File: src/rtl/ifu_fetch_queue_if.sv
// Fetch-queue handshake bundle.
// slave  : seen by the queue (fetch-side push inputs, decoder-side pop outputs, count)
// master : seen by the environment that drives fetch and consumes decode
interface ifu_fetch_queue_if #(
   parameter int unsigned INST_W = 32,
   parameter int unsigned ADDR_W = 32,
   parameter int unsigned CNT_W  = 3
);
   logic              in_valid_i;
   logic              in_ready_o;
   logic [INST_W-1:0] in_inst_i;
   logic [ADDR_W-1:0] in_addr_i;
   logic              in_err_i;
   logic              out_valid_o;
   logic              out_ready_i;
   logic [INST_W-1:0] out_inst_o;
   logic [ADDR_W-1:0] out_addr_o;
   logic              out_err_o;
   logic [CNT_W-1:0]  count_o;

   modport slave (
      input  in_valid_i, in_inst_i, in_addr_i, in_err_i, out_ready_i,
      output in_ready_o, out_valid_o, out_inst_o, out_addr_o, out_err_o, count_o
   );

   modport master (
      output in_valid_i, in_inst_i, in_addr_i, in_err_i, out_ready_i,
      input  in_ready_o, out_valid_o, out_inst_o, out_addr_o, out_err_o, count_o
   );
endinterface

File: src/rtl/ifu_fetch_queue.sv
// Instruction buffer between fetch and decode: DEPTH-entry circular queue of
// {inst, addr, err} with valid/ready on both sides and a synchronous flush.
// Ports: clk, rst (async active-high), flush_i (discard all entries),
//        bus (slave modport): in_* push side, out_* pop side, count_o occupancy.
// Empty queue presents NOP_INST / addr 0 / err 0 with out_valid_o low.
module ifu_fetch_queue #(
   parameter int unsigned      INST_W   = 32,
   parameter int unsigned      ADDR_W   = 32,
   parameter int unsigned      DEPTH    = 4,
   parameter logic [INST_W-1:0] NOP_INST = INST_W'(32'h0000_0013)
) (
   input  logic                clk,
   input  logic                rst,
   input  logic                flush_i,
   ifu_fetch_queue_if.slave    bus
);
   localparam int unsigned PTR_W = $clog2(DEPTH);
   localparam int unsigned CNT_W = PTR_W + 1;

   typedef struct packed {
      logic [INST_W-1:0] inst;
      logic [ADDR_W-1:0] addr;
      logic              err;
   } entry_t;

   entry_t             mem [DEPTH];
   logic [PTR_W-1:0]   wr_ptr_q, wr_ptr_d;
   logic [PTR_W-1:0]   rd_ptr_q, rd_ptr_d;
   logic [CNT_W-1:0]   count_q,  count_d;
   logic               in_ready_q, in_ready_d;
   logic               out_valid_q, out_valid_d;
   logic               push;
   logic               pop;
   entry_t             head;

   // Handshakes qualify only on registered flags, so no out_ready_i -> in_ready_o path
   always_comb begin
      push        = bus.in_valid_i && in_ready_q && !flush_i;
      pop         = out_valid_q && bus.out_ready_i && !flush_i;
      wr_ptr_d    = wr_ptr_q;
      rd_ptr_d    = rd_ptr_q;
      count_d     = count_q;
      if (flush_i) begin
         wr_ptr_d = '0;
         rd_ptr_d = '0;
         count_d  = '0;
      end else begin
         if (push) wr_ptr_d = wr_ptr_q + PTR_W'(1);
         if (pop)  rd_ptr_d = rd_ptr_q + PTR_W'(1);
         if (push && !pop)      count_d = count_q + CNT_W'(1);
         else if (pop && !push) count_d = count_q - CNT_W'(1);
      end
      in_ready_d  = (count_d != CNT_W'(DEPTH));
      out_valid_d = (count_d != CNT_W'(0));
   end

   // Control state; full/empty flags are kept as flops alongside count
   always_ff @(posedge clk or posedge rst) begin
      if (rst) begin
         wr_ptr_q    <= '0;
         rd_ptr_q    <= '0;
         count_q     <= '0;
         in_ready_q  <= 1'b1;
         out_valid_q <= 1'b0;
      end else begin
         wr_ptr_q    <= wr_ptr_d;
         rd_ptr_q    <= rd_ptr_d;
         count_q     <= count_d;
         in_ready_q  <= in_ready_d;
         out_valid_q <= out_valid_d;
      end
   end

   // Payload storage is never cleared; pointers and count alone define contents
   always_ff @(posedge clk) begin
      if (push) begin
         mem[wr_ptr_q] <= '{inst: bus.in_inst_i, addr: bus.in_addr_i, err: bus.in_err_i};
      end
   end

   assign head = mem[rd_ptr_q];

   // Empty queue shows a NOP bubble instead of stale storage
   assign bus.in_ready_o  = in_ready_q;
   assign bus.out_valid_o = out_valid_q;
   assign bus.out_inst_o  = out_valid_q ? head.inst : NOP_INST;
   assign bus.out_addr_o  = out_valid_q ? head.addr : '0;
   assign bus.out_err_o   = out_valid_q ? head.err  : 1'b0;
   assign bus.count_o     = count_q;
endmodule

File: src/flat_wrapper.sv
// flat-port wrapper written by rule: the top's interface ports become plain ports
module ifu_fetch_queue_flat 
#(
   parameter int unsigned      INST_W   = 32,
   parameter int unsigned      ADDR_W   = 32,
   parameter int unsigned      DEPTH    = 4,
   parameter logic [INST_W-1:0] NOP_INST = INST_W'(32'h0000_0013)
)
  (clk, rst, flush_i, bus_in_valid_i, bus_in_inst_i, bus_in_addr_i, bus_in_err_i, bus_out_ready_i, bus_in_ready_o, bus_out_valid_o, bus_out_inst_o, bus_out_addr_o, bus_out_err_o, bus_count_o);
  ifu_fetch_queue_if #(.INST_W(INST_W), .ADDR_W(ADDR_W), .CNT_W(3)) bus_i ();
  input  logic clk;
  input  logic rst;
  input  logic flush_i;
  input wire logic [$bits(bus_i.in_valid_i)-1:0] bus_in_valid_i;
  input wire logic [$bits(bus_i.in_inst_i)-1:0] bus_in_inst_i;
  input wire logic [$bits(bus_i.in_addr_i)-1:0] bus_in_addr_i;
  input wire logic [$bits(bus_i.in_err_i)-1:0] bus_in_err_i;
  input wire logic [$bits(bus_i.out_ready_i)-1:0] bus_out_ready_i;
  output wire logic [$bits(bus_i.in_ready_o)-1:0] bus_in_ready_o;
  output wire logic [$bits(bus_i.out_valid_o)-1:0] bus_out_valid_o;
  output wire logic [$bits(bus_i.out_inst_o)-1:0] bus_out_inst_o;
  output wire logic [$bits(bus_i.out_addr_o)-1:0] bus_out_addr_o;
  output wire logic [$bits(bus_i.out_err_o)-1:0] bus_out_err_o;
  output wire logic [$bits(bus_i.count_o)-1:0] bus_count_o;
  assign bus_i.in_valid_i = bus_in_valid_i;
  assign bus_i.in_inst_i = bus_in_inst_i;
  assign bus_i.in_addr_i = bus_in_addr_i;
  assign bus_i.in_err_i = bus_in_err_i;
  assign bus_i.out_ready_i = bus_out_ready_i;
  assign bus_in_ready_o = bus_i.in_ready_o;
  assign bus_out_valid_o = bus_i.out_valid_o;
  assign bus_out_inst_o = bus_i.out_inst_o;
  assign bus_out_addr_o = bus_i.out_addr_o;
  assign bus_out_err_o = bus_i.out_err_o;
  assign bus_count_o = bus_i.count_o;
  ifu_fetch_queue #(.INST_W(INST_W), .ADDR_W(ADDR_W), .DEPTH(DEPTH), .NOP_INST(NOP_INST)) u_core (.clk(clk), .rst(rst), .flush_i(flush_i), .bus(bus_i));
endmodule
File: config.mk
export PLATFORM = sky130hd
export DESIGN_NAME = ifu_fetch_queue_flat
export DESIGN_NICKNAME = d
export VERILOG_FILES = /design/src/rtl/ifu_fetch_queue_if.sv /design/src/rtl/ifu_fetch_queue.sv /design/src/flat_wrapper.sv
export SDC_FILE = /design/constraint.sdc
export NUM_CORES = 1
export LEC_CHECK = 0
export ABC_CLOCK_PERIOD_IN_PS = 7600
export BUFFER_PORTS_ARGS = -buffer_cell sky130_fd_sc_hd__buf_2
export CORE_MARGIN = 1.5
export CORE_UTILIZATION = 50
export CTS_CLUSTER_DIAMETER = 100
export DETAILED_ROUTE_END_ITERATION = 8
export PLACE_DENSITY = 0.72
export SLEW_MARGIN = 20
export SYNTH_ARGS = -nofsm -noshare
export SYNTH_HDL_FRONTEND = slang
export SYNTH_SLANG_ARGS = --single-unit
File: constraint.sdc
create_clock -name clk -period 7.6 [get_ports clk]
set_input_delay 0.76 -clock clk [delete_from_list [all_inputs] [get_ports clk]]
set_output_delay 0.76 -clock clk [all_outputs]
set_load 0.01 [all_outputs]
# Word level (Yosys, flattened, before mapping)
# Memory sizes are Yosys's and may differ from the RTL's.
# Index checks and enable logic that the tools add are counted.
[totals]
register_bits = 9
latch_bits = 0
ramBits = 260
rom_bits = 0
input_bits = 70
mem_count = 1
[classes]
n_addsub = 4
mul = 0
n_div = 0
magnitude_cmp = 0
n_eq_ne = 1
n_shift = 0
mux = 12
bitwise = 0
reduce_logical = 12
[memory_table]
columns = ["memory", "words", "word_bits", "rd", "rd_clocked_by_memory_dff", "write_ports", "line", "text"]
rows = [
  ["u_core.mem", 4, 65, 1, 0, 1, "ifu_fetch_queue.sv:26", "entry_t mem [DEPTH];"],
]
[ops]
columns = ["cell", "n"]
rows = [
  ["2-to-1 mux 32 bit", 2],
  ["2-to-1 mux 3 bit", 3],
  ["2-to-1 mux 2 bit", 4],
  ["logical AND 1 bit", 6],
  ["adder 2 x 1 -> 2 bit (second input constant)", 2],
  ["nonzero test 2 bit", 2],
  ["adder 3 x 1 -> 3 bit (second input constant)", 1],
  ["zero test 1 bit", 3],
  ["2-to-1 mux 1 bit", 3],
  ["!= test 3 bit (second input constant)", 1],
  ["nonzero test 3 bit", 1],
  ["subtractor 3 x 1 -> 3 bit (second input constant)", 1],
]

# Longest topological paths before layout
# Gate-level depths: netlist (run 1).
[depth]
ltp_word = 8
mapped_depth = 6

# Worst setup path before layout (run 1)
# No wires, ideal clock.
[synth_timing]
path_kind = "input -> register"
start = "input port flush_i"
end = "memory u_core.mem[0][0] (netlist bit), enable pin"
setup_ns = 0.430
arrival_ns = 2.659
required_time_ns = 7.170
slack_ns = 4.511
stages = 3
cell_sequence = "clkbuf_1 > nor2_1 > and2_1"
[synth_between]
elab_chain_len = 4
[synth_lines]
columns = ["element", "line", "text"]
rows = [
  ["start, declared", "flat_wrapper.sv:13", "input logic flush_i;"],
  ["zero test 1 bit", "ifu_fetch_queue.sv:38", "push = bus.in_valid_i && in_ready_q && !flush_i;"],
  ["logical AND 1 bit", "ifu_fetch_queue.sv:38", ""],
  ["2-to-1 mux 1 bit", "ifu_fetch_queue.sv:76", "if (push) begin"],
  ["2-to-1 mux 1 bit (implied by the code)", "ifu_fetch_queue.sv:77", "mem[wr_ptr_q] <= '{inst: bus.in_inst_i, addr: bus.in_addr_i, err: bus.in_err_i};"],
  ["end, declared", "ifu_fetch_queue.sv:26", ""],
]
# Every way passes these cells.

# Worst setup path after layout (run 1)
[layout_timing]
start = "register u_core.rd_ptr_q[0]"
end = "output port bus_out_addr_o[22]"
[layout_between]
elab_chain_len = 2
[layout_lines]
columns = ["element", "line", "text"]
rows = [
  ["start, declared", "ifu_fetch_queue.sv:28", "logic [PTR_W-1:0] rd_ptr_q, rd_ptr_d;"],
  ["start signal, assigned", "ifu_fetch_queue.sv:67", "rd_ptr_q <= rd_ptr_d;"],
  ["memory read (4 x 65 bit)", "n/a", ""],
  ["2-to-1 mux 32 bit", "ifu_fetch_queue.sv:87", "assign bus.out_addr_o = out_valid_q ? head.addr : '0;"],
  ["end, declared", "flat_wrapper.sv:22", "output wire logic [$bits(bus_i.out_addr_o)-1:0] bus_out_addr_o;"],
]
# Every way passes these cells.

==> results by group, run 1 <==
Critical path
  • CP endpoint kind: output port
  • Startpoint Class: register
  • Critical path type: register to output port
  • WP depth: 4
  • FF-to-FF Start: u_core.bus.out_valid_o
  • WP data arrival: around 3.0 ns
  • Slowest CP cell: dfrtp_4
  • Reg2reg end: u_core.bus.in_ready_o
  • Top delay family on crit path: flip-flops
  • Worst Path Buf+Inv: 2
  • CP endpoint: bus_out_addr_o[22]
  • Reg2reg setup slack: 5.44 ns
  • Largest stage delay, worst path: ~0.96 ns
  • Required time worst endpoint: 6.84 ns
  • Worst setup path startpoint: u_core.rd_ptr_q[0]
  • Worst-path fanout max: 40
  • Crit path cell chain: buf_4 -> mux4_2 -> and2_1 -> buf_2
  • R2R depth: 4

Global routing
  • Busiest layer in global routing: met2
  • Met3 Resource Use GR: under 10%
  • First-pass GRT wire length: 28900 um
  • Vias in the first global route: 5310
  • Met2 GRT Util: about 31%
  • Largest net degree at the start of global routing: 71
  • GR Util met1: 22.3%
  • Gr usage total: approximately 18%
  • Initial antenna violation count: 1
  • GRT Residual Overflow: 0

Drt
  • Routed Wire Length: between 15000 and 20000 um
  • Via count: about 4900
  • DR iter-0 viols: 262
  • Vias per inst: between 5 and 6
  • DR pass1 iterations: 4
  • Residual DRC count: 0
  • DR WL/cell: around 20 um
  • Post-DRT Antenna Nets: 0

STA
  • Measured slew at the worst slew-check pin: between 1 and 1.5 ns
  • Clock skew: roughly 0.0075 ns
  • Worst hold slack: between 0.15 and 0.2 ns
  • Setup TNS: 0 ns
  • Period Utilization, post-route: between 40% and 50%
  • PnR worst setup slack: around 3.8 ns
  • Slew headroom: a little under a third
  • Slew Limit Fails: 0
  • RSZ-0062 raised after global routing: false
  • Final min period: 3.76 ns
  • Final setup fails: 0
  • Max frequency: 0.266 GHz
  • Hold Violations, Final: 0

Power and ir drop
  • P_sw: around 0.83 mW
  • Combinational Power Share: between 10% and 20%
  • Leakage Power: between 4 and 5 nW
  • Int Pwr: approximately 2.8 mW
  • Power per cell area: between 200 and 300 nW/um^2
  • Clock power share: 38.3%
  • Sequential power share: 49.2%
  • VDD IR-drop max: roughly 190 uV
  • Tot Pwr: 3.63 mW
  • Net Sw Frac: approximately 23%

Floorplan
  • Die X: ~150 um
  • Initial core utilization: 51.2%
  • Row count: 52
  • Die Height: ~150 um
  • # IOs: between 100 and 150
  • Die area: between 20000 and 25000 um^2
  • Core region area: roughly 20000 um^2

Final layout
  • Ant. Diodes: 0
  • Final #Nets: around 700
  • Layout cells sized above 1: ~40%
  • FILL cells: between 1000 and 1500
  • Fin cells: approximately 910
  • Most frequent cells in the layout: 260 x edfxtp_1, 139 x buf_2, 65 x mux4_2
  • Area Overhead vs Synth: 17.7%
  • Commonest non-fill, non-tap cell in the layout: edfxtp_1

Yosys
  • Synth top area cells: edfxtp_1 75%, mux4_2 14%, and2_1 4.0%, dfrtp_1 1.9%, buf_12 0.77%
  • Post-synth EDFFs: 260
  • Primary FF master, synth: edfxtp_1
  • Synth unique cells: 32
  • #FFs+latches synth: 269
  • Syn avg cell area: roughly 22 um^2
  • Syn Nets: 550
  • Area leader, netlist: edfxtp_1
  • Synth Cell Area: about 10000 um^2
  • Yosys warning total: 0
  • Top cell type's share of synthesized area: 74.8%
  • Synth async-reset ratio: between 3 and 4%
  • Register area share after synthesis: between 70% and 80%
  • Mapped Cells: 474

Clock network
  • Clock sinks: around 270
  • Worst-Skew Late Latency: roughly 0.53 ns
  • CTS tree: yes
  • PostCTS Resize Cnt: 0
  • Root Buffer: clkbuf_16
  • H-tree depth: 1
  • CTS buffer count: 28
  • Clock buffer depth: 3
  • Worst-path clk slew: 0.06 ns
  • Post-CTS Setup Bufs: 0
  • Hold bufs inserted after CTS: 0

Place
  • DPL Wire Length: ~10000 um
  • Port Buffers: 139
  • GPL Wtd Cong: approximately 0.65
  • Inst Count DP: between 800 and 900
  • Setup WS pre-CTS: around 4.2 ns

Worst hold path
  • Type of the worst min-delay path: input port to asynchronous set/reset pin

Job
  • Number of max-cap violations: 0

Outcome
  • Outcome: complete, no violations
-- area by class of cell --
type	count	area (um^2)	share of cell area, %
multi-input cells	176	2210	18.0
clock inverters	21	228	1.86
well taps	270	338	2.75
clock buffers	31	733	5.97
inverters	5	18.8	0.153
repair buffers	140	703	5.73
flip-flops and latches	269	8050	65.6
-- worst reg2reg max path: cells and delay by family, from the launching register on --
kind / cells / cell delay, ns
xor gates and xnor gates: 1 / 0.28
and+or+nand+nor: 2 / 0.49
DFF: 1 / 0.88
AOI/OAI and AO/OA: 1 / 0.43
-- power by group through the flow --
stage	clock network (mW)	logic, mW	registers (mW)
floorplan	0	0.366	1.75
global placement	0	0.454	1.82
detailed placement	0	0.464	1.82
CTS	1.42	0.467	1.79
global route	1.47	0.500	1.80
finish	1.39	0.456	1.79
-- cell usage after synthesis, drive strengths merged, types with 2 or more instances --
cell type / number
nand2b: 3
dfrtp: 8
mux4: 65
nand2: 7
nor2: 6
and2: 67
inv: 5
xnor2: 3
clkbuf: 10
xor2: 3
buf: 14
nand3: 2
edfxtp: 260
ha: 6
-- logic make-up (layout without fill, tap and decap cells) --
logic type | count (synthesis) | count (layout) | share of synthesized area [%]
flops | 269 | 269 | 77.0
simple gates | 90 | 90 | 5.11
mux | 66 | 66 | 14.1
buf+inv | 29 | 197 | 1.92
compound gates | 8 | 8 | 0.600
fa+ha+maj | 6 | 6 | 0.720
xor+xnor | 6 | 6 | 0.504
-- worst min-delay path by stage --
stage / endpoint / cells past startpoint / startpoint
6_report: u_core.bus.count_o[1] / 2 / rst
5_1_grt: u_core.bus.count_o[1] / 2 / rst
4_1_cts: u_core.bus.count_o[1] / 2 / rst
3_5_place_dp: u_core.wr_ptr_q[1] / 2 / u_core.wr_ptr_q[1]
3_3_place_gp: u_core.wr_ptr_q[1] / 2 / u_core.wr_ptr_q[1]
2_1_floorplan: u_core.wr_ptr_q[1] / 2 / u_core.wr_ptr_q[1]
-- per-layer routing --
layer / up-vias / routed length, um
li1: 2206 / -
met1: 2509 / 7450
met2: 157 / 9540
met3: 29 / 1200
met4: 2 / 347
met5: - / 17
-- stage by stage --
step | util [%] | area (um^2)
after floorplan | - | 10400
after global placement | 55.5 | 11300
after detailed placement | 55.5 | 11300
after CTS | 60.3 | 12300
after global routing | 60.3 | 12300
final | 60.3 | 12300
-- sequential cells by signal, summed over array words and instances, names as in the netlist --
register and cells:
u_core.wr_ptr_q 2, u_core.bus.out_valid_o 1, u_core.bus.count_o 3, u_core.mem 260
u_core.bus.in_ready_o 1, u_core.rd_ptr_q 2
Power figures use the tool's default switching activity.
==> run 2: changes to the inputs <==
--- a/config.mk
+++ b/config.mk
@@ -5,13 +5,13 @@
 export SDC_FILE = /design/constraint.sdc
 export NUM_CORES = 1
 export LEC_CHECK = 0
-export ABC_CLOCK_PERIOD_IN_PS = 7600
+export ABC_CLOCK_PERIOD_IN_PS = 3350
 export BUFFER_PORTS_ARGS = -buffer_cell sky130_fd_sc_hd__buf_2
 export CORE_MARGIN = 1.5
 export CORE_UTILIZATION = 50
 export CTS_CLUSTER_DIAMETER = 100
 export DETAILED_ROUTE_END_ITERATION = 8
-export PLACE_DENSITY = 0.72
+export PLACE_DENSITY = 0.75
 export SLEW_MARGIN = 20
 export SYNTH_ARGS = -nofsm -noshare
 export SYNTH_HDL_FRONTEND = slang
==> constraint.sdc (replaced) <==
create_clock -name clk -period 3.35 [get_ports clk]
set_input_delay 0.335 -clock clk [delete_from_list [all_inputs] [get_ports clk]]
set_output_delay 0.335 -clock clk [all_outputs]
set_load 0.01 [all_outputs]
==> results by group, run 2 (synthesis results as in run 1) <==
Outcome
  • Outcome: complete, no violations

Power and ir drop
  • Tot Pwr: 7.91 mW (+120%)
  • Leakage Power: 4.23 nW (+0.16%)
  • VDD IR-drop max: 545 uV (+190%)
  • Net Sw Frac: 23.3% (+0.35 points)
  • P_sw: 1.84 mW (+120%)
  • Combinational Power Share: 14.5% (+1.9 points)
  • Power per cell area: 643 nW/um^2 (+120%)
  • Int Pwr: 6.07 mW (+120%)
  • Sequential power share: 50.0% (+0.8 points)
  • Clock power share: 35.4% (-2.9 points)

Drt
  • DR WL/cell: 20.6 um (+1.4%)
  • DR iter-0 viols: 346 (+32%)
  • Post-DRT Antenna Nets: 0 (unchanged)
  • Residual DRC count: 0 (unchanged)
  • Routed Wire Length: 18900 um (+2.1%)
  • DR pass1 iterations: 4 (unchanged)
  • Vias per inst: 5.37 (about the same)
  • Via count: 4932 (+0.59%)

Place
  • Inst Count DP: 867 (+0.81%)
  • DPL Wire Length: 11300 um (+11%)
  • Placed cell areas: 11400 um^2 (+1.1%)
  • Port Buffers: 139 (unchanged)
  • GPL Wtd Cong: 0.753 (+15%)

Worst hold path
  • Hold_sp: bus_in_inst_i[1]
  • Type of the worst min-delay path: input port to register
  • Cells on Worst Hold Path: 1
  • Worst hold endpoint: u_core.mem[0][34]

Final layout
  • Fin area: 12300 um^2 (+0.17%)
  • Layout cells sized above 1: 39.5% (-0.40 points)
  • Top reg by flops: u_core.mem
  • Fin cells: 918 (+0.66%)
  • Largest register FFs: 260 (unchanged)
  • Commonest non-fill, non-tap cell in the layout: edfxtp_1
  • Most frequent cells in the layout: 260 x edfxtp_1, 139 x buf_2, 65 x mux4_2
  • Final #Nets: 704 (+1.1%)
  • Area Overhead vs Synth: 17.9%

STA
  • Final min period: between 2 and 3 ns
  • Setup TNS: 0 ns (unchanged)
  • Clock skew: 0.0105 ns (+0.00301 ns)
  • RSZ-0062 raised after global routing: false
  • Final setup fails: 0 (unchanged)
  • Slew headroom: 57.3% (+27 points)
  • Max frequency: between 0.3 and 0.4 GHz
  • Measured slew at the worst slew-check pin: 0.640 ns (-0.400 ns)
  • Hold Violations, Final: 0 (unchanged)
  • Period Utilization, post-route: between 80% and 90%
  • Slew Limit Fails: 0 (unchanged)

Clock network
  • Clock sinks: 269 (unchanged)
  • Hold bufs inserted after CTS: 3 (+3)
  • Worst-Skew Late Latency: 0.53 ns (about the same)
  • CTS buffer count: 26 (-7.1%)
  • Worst-path clk slew: 0.06 ns (about the same)
  • Clock buffer depth: 3 (unchanged)
  • CTS tree: yes
  • H-tree depth: 1 (unchanged)
  • Post-CTS Setup Bufs: 0 (unchanged)
  • Root Buffer: clkbuf_16
  • PostCTS Resize Cnt: 0 (unchanged)

Critical path
  • Startpoint Class: register
  • CP endpoint kind: output port
  • Critical path type: register to output port
  • FF-to-FF Start: u_core.bus.out_valid_o
  • Required time worst endpoint: 3.01 ns (-3.83 ns)
  • WP data arrival: 2.45 ns (-0.55 ns)
  • Reg2reg setup slack: 1.33 ns (-4.11 ns)
  • R2R depth: 4 (unchanged)
  • Worst-path fanout max: 20 (-50%)
  • Reg2reg end: u_core.bus.out_valid_o

Global routing
  • GRT Residual Overflow: 0 (unchanged)
  • Vias in the first global route: 5247 (-1.2%)
  • Initial antenna violation count: 2 (+1)
  • Largest net degree at the start of global routing: 41 (-42%)
  • First-pass GRT wire length: 29800 um (+3.1%)
  • Gr usage total: 18.0% (+0.48 points)

Floorplan
  • Die X: 147 um (unchanged)
  • Die area: 21700 um^2 (unchanged)
  • Initial core utilization: 51.2% (unchanged)
  • Row count: 52 (unchanged)
  • # IOs: 140 (unchanged)
  • Core region area: 20400 um^2 (unchanged)
  • Die Height: 147 um (unchanged)

Job
  • Number of max-cap violations: 0 (unchanged)
==> run 2: cell count changes in the layout (fill, tap and decap cells not counted), sizes merged <==
cell / delta
dlygate4sd3: +3
diode: +2
bufinv: -2
buf: +7
clkinv: -1
clkinvlp: -3
==> run 2: layout make-up <==
class | count | area, um^2
antenna | 2 | 5.00
clock buffer | 31 | 669
clock inverter | 15 | 153
fill | 1443 | 8070
inverter | 5 | 18.8
multi-input combinational | 176 | 2210
sequential | 269 | 8040
tap | 270 | 338
timing repair buffer | 150 | 861
==> run 2: power groups by stage <==
stage | Clock (mW) | Sequential, mW | Combinational [mW]
floorplan | 0 | 3.96 | 0.831
global placement | 0 | 4.02 | 1.15
detailed placement | 0 | 4.04 | 1.17
CTS | 2.85 | 3.97 | 1.18
global route | 2.98 | 3.98 | 1.26
finish | 2.80 | 3.96 | 1.15
==> run 2: stage by stage <==
step	worst slack [ns]	hold WS [ns]	utilization (%)
final	0.562	0.0178	60.4
after global routing	0.371	0.00768	60.3
after CTS	0.467	0.00132	60.3
after detailed placement	1.04	0.325	56.2
after global placement	1.03	0.318	56.2
after floorplan	0.613	0.162	-
==> run 2: worst max-delay path: stages (launching register included) <==
cell and delay, ns:
dfrtp_4 0.58, buf_4 0.43, mux4_2 0.54, nand2b_1 0.19, buf_2 0.18
==> run 2: worst max path at each step <==
stage	slack (ns)	end	from	cells after the start
finish	0.56	bus_out_inst_o[1]	u_core.rd_ptr_q[0]	4
global route	0.37	bus_out_inst_o[1]	u_core.rd_ptr_q[0]	4
CTS	0.47	bus_out_inst_o[1]	u_core.rd_ptr_q[0]	4
detailed placement	1.04	bus_out_inst_o[1]	u_core.rd_ptr_q[0]	4
global placement	1.03	bus_out_inst_o[1]	u_core.rd_ptr_q[0]	4
floorplan	0.61	u_core.mem[0][0]	u_core.bus.in_ready_o	3
==> run 2: layer usage <==
metal,GRT usage [%],up-vias,part of all wire (%)
li1,-,2225,-
met1,24.1,2532,41
met2,30.5,152,51
met3,3.95,23,6.5
met4,4.50,0,1.5
met5,0,-,0
==> run 3: changes to the inputs <==
--- a/config.mk
+++ b/config.mk
@@ -5,7 +5,7 @@
 export SDC_FILE = /design/constraint.sdc
 export NUM_CORES = 1
 export LEC_CHECK = 0
-export ABC_CLOCK_PERIOD_IN_PS = 3350
+export ABC_CLOCK_PERIOD_IN_PS = 2300
 export BUFFER_PORTS_ARGS = -buffer_cell sky130_fd_sc_hd__buf_2
 export CORE_MARGIN = 1.5
 export CORE_UTILIZATION = 50
==> constraint.sdc (replaced) <==
create_clock -name clk -period 2.3 [get_ports clk]
set_input_delay 0.23 -clock clk [delete_from_list [all_inputs] [get_ports clk]]
set_output_delay 0.23 -clock clk [all_outputs]
set_load 0.01 [all_outputs]
==> results by group, run 3 (synthesis results as in run 1) <==
Critical path
  • Worst-path fanout max: 8 (-60%)
  • Top delay family on crit path: multiplexers
  • Required time worst endpoint: 2.07 ns (-0.94 ns)
  • Slowest CP cell: mux4_2
  • Critical path type: register to output port
  • Crit path cell chain: buf_12 -> clkbuf_16 -> mux4_2 -> and2_4 -> buf_6
  • Reg2reg setup slack: 0.47 ns (-0.86 ns)
  • CP endpoint kind: output port
  • WP data arrival: 2.13 ns (-0.32 ns)
  • Worst Path Buf+Inv: 3 (+1)
  • Startpoint Class: register
  • Largest stage delay, worst path: 0.53 ns (-0.05 ns)

Drt
  • DR WL/cell: 21.8 um (+5.4%)
  • Via count: 5411 (+9.7%)
  • DR iter-0 viols: 295 (-15%)
  • Vias per inst: 5.35 (-0.48%)
  • Post-DRT Antenna Nets: 0 (unchanged)
  • DR pass1 iterations: 4 (unchanged)
  • Routed Wire Length: 22000 um (+16%)
  • Residual DRC count: 0 (unchanged)

Place
  • DPL Wire Length: 12400 um (+9.7%)
  • GPL Wtd Cong: 0.724 (-3.9%)
  • Inst Count DP: 883 (+1.8%)
  • Setup WS pre-CTS: 0.425 ns (-0.611 ns)
  • Port Buffers: 139 (unchanged)
  • Placed cell areas: 11600 um^2 (+1.2%)

Clock network
  • Worst-path clk slew: 0.06 ns (about the same)
  • H-tree depth: 1 (unchanged)
  • Clock buffer depth: 3 (unchanged)
  • Clock sinks: 269 (unchanged)
  • Worst-Skew Late Latency: 0.52 ns (about the same)
  • CTS tree: yes
  • Root Buffer: clkbuf_16
  • CTS buffer count: 27 (+3.8%)

STA
  • Measured slew at the worst slew-check pin: 0.562 ns (-0.0787 ns)
  • Slew headroom: 62.6% (+5.2 points)
  • PnR worst setup slack: -0.0645 ns (-0.627 ns)
  • Setup TNS: -0.401 ns (-0.401 ns)
  • Period Utilization, post-route: 103%
  • Final setup fails: 21 (+21)
  • Max frequency: 0.423 GHz
  • Final min period: approximately 2.4 ns
  • Slew Limit Fails: 0 (unchanged)
  • RSZ-0062 raised after global routing: true
  • Clock skew: 0.00616 ns (-0.00433 ns)
  • Hold Violations, Final: 0 (unchanged)

Global routing
  • GR Util met1: 25.7% (+1.6 points)
  • Gr usage total: 19.8% (+1.8 points)
  • First-pass GRT wire length: 32800 um (+10%)
  • Met3 Resource Use GR: 4.17% (+0.22 points)
  • GRT Residual Overflow: 0 (unchanged)
  • Largest net degree at the start of global routing: 45 (+9.8%)
  • Vias in the first global route: 6073 (+16%)
  • Met2 GRT Util: 34.7% (+4.2 points)
  • Busiest layer in global routing: met2
  • Initial antenna violation count: 2 (unchanged)

Power and ir drop
  • Power per cell area: 914 nW/um^2 (+42%)
  • VDD IR-drop max: 677 uV (+24%)
  • Leakage Power: 4.84 nW (+15%)

Outcome
  • Failing checks: setup timing
  • Outcome: finished, violations left

Final layout
  • Area Overhead vs Synth: 31.4%
  • Top reg by flops: u_core.mem
  • FILL cells: 1302 (-9.8%)
  • Most frequent cells in the layout: 260 x edfxtp_1, 109 x buf_2, 67 x dlygate4sd3_1
  • Largest register FFs: 260 (unchanged)
  • Commonest non-fill, non-tap cell in the layout: edfxtp_1
  • Fin cells: 1012 (+10%)
  • Reg area: 8040 um^2 (unchanged)
  • Fin area: 13700 um^2 (+11%)
  • Fin util: 67.3% (+6.9 points)
  • Final #Nets: 797 (+13%)
  • Area occupied by multi-input gates: 2300 um^2 (+4.1%)
  • Layout cells sized above 1: 43.4% (+4.0 points)

Floorplan
  • Row count: 52 (unchanged)
  • # IOs: 140 (unchanged)
  • Core region area: 20400 um^2 (unchanged)
  • Die area: 21700 um^2 (unchanged)
  • Die X: 147 um (unchanged)
  • Initial core utilization: 51.2% (unchanged)
  • Die Height: 147 um (unchanged)

Job
  • Number of max-cap violations: 0 (unchanged)

Worst hold path
  • Type of the worst min-delay path: input port to register
-- run 3: cell count changes in the layout (fill, tap and decap cells not counted), sizes merged --
| cell | change |
|---|---|
| clkbuf | +2 |
| clkinvlp | +3 |
| dlygate4sd3 | +64 |
| bufinv | +1 |
| clkinv | -2 |
| diode | +1 |
| buf | +24 |
| inv | +1 |
-- run 3: cell type report --
class	instances	area share, %
Sequential cell	269	58.7
Clock buffer	29	4.98
Clock inverter	18	1.44
Inverter	5	0.137
Multi-Input combinational cell	176	16.8
Tap cell	270	2.46
Timing Repair Buffer	242	15.5
Antenna cell	3	0.0548
-- run 3: report_power, final --
part / internal, mW / switching, mW / total [mW]
clock network: 2.59 / 1.74 / 4.33
registers: 5.59 / 0.0929 / 5.69
logic: 1.38 / 1.12 / 2.51
-- run 3: stage by stage --
step	total power [mW]	hold slack (ns)
6_report	12.5	0.0351
2_1_floorplan	6.98	0.0572
5_1_grt	13.0	0.0532
3_5_place_dp	7.64	0.244
4_1_cts	12.3	0.0116
3_3_place_gp	7.59	0.230
-- run 3: timing repair --
| action | in CTS | in global routing |
|---|---|---|
| hold endpoints to repair | 270 | 0 |
| setup endpoints to repair | 50 | 65 |
| gates resized for setup | 29 | 44 |
| buffers inserted | 4 | 0 |
| hold buffers | 67 | 0 |
| cloned | 4 | 4 |
| pin swaps | 1 | 0 |
-- run 3: path summary, 6_finish.rpt --
| path | from | endpoint | cells after the start |
|---|---|---|---|
| worst min register to register | u_core.wr_ptr_q[1] | u_core.wr_ptr_q[1] | 2 |
| worst max-delay path | u_core.rd_ptr_q[0] | bus_out_inst_o[13] | 5 |
| worst max register to register | u_core.bus.in_ready_o | u_core.mem[3][17] | 4 |
| min in group asynchronous | rst | u_core.bus.count_o[0] | 3 |
| worst min-delay path | bus_in_valid_i | u_core.wr_ptr_q[1] | 4 |
| max in group asynchronous | rst | u_core.bus.in_ready_o | 3 |
-- run 3: worst register-to-register path, delay by kind of cell, from the launching register on --
kind                   cells  cell delay [ns]
AND/OR/NAND/NOR            3             0.70
flip-flops                 1             0.54
buffers and inverters      1             0.29
-- run 3: metal layers --
layer,share of wire [%],up-vias
met3,6.4,27
met1,39,2804
met2,52,182
li1,-,2398
met4,1.7,0
met5,0,-
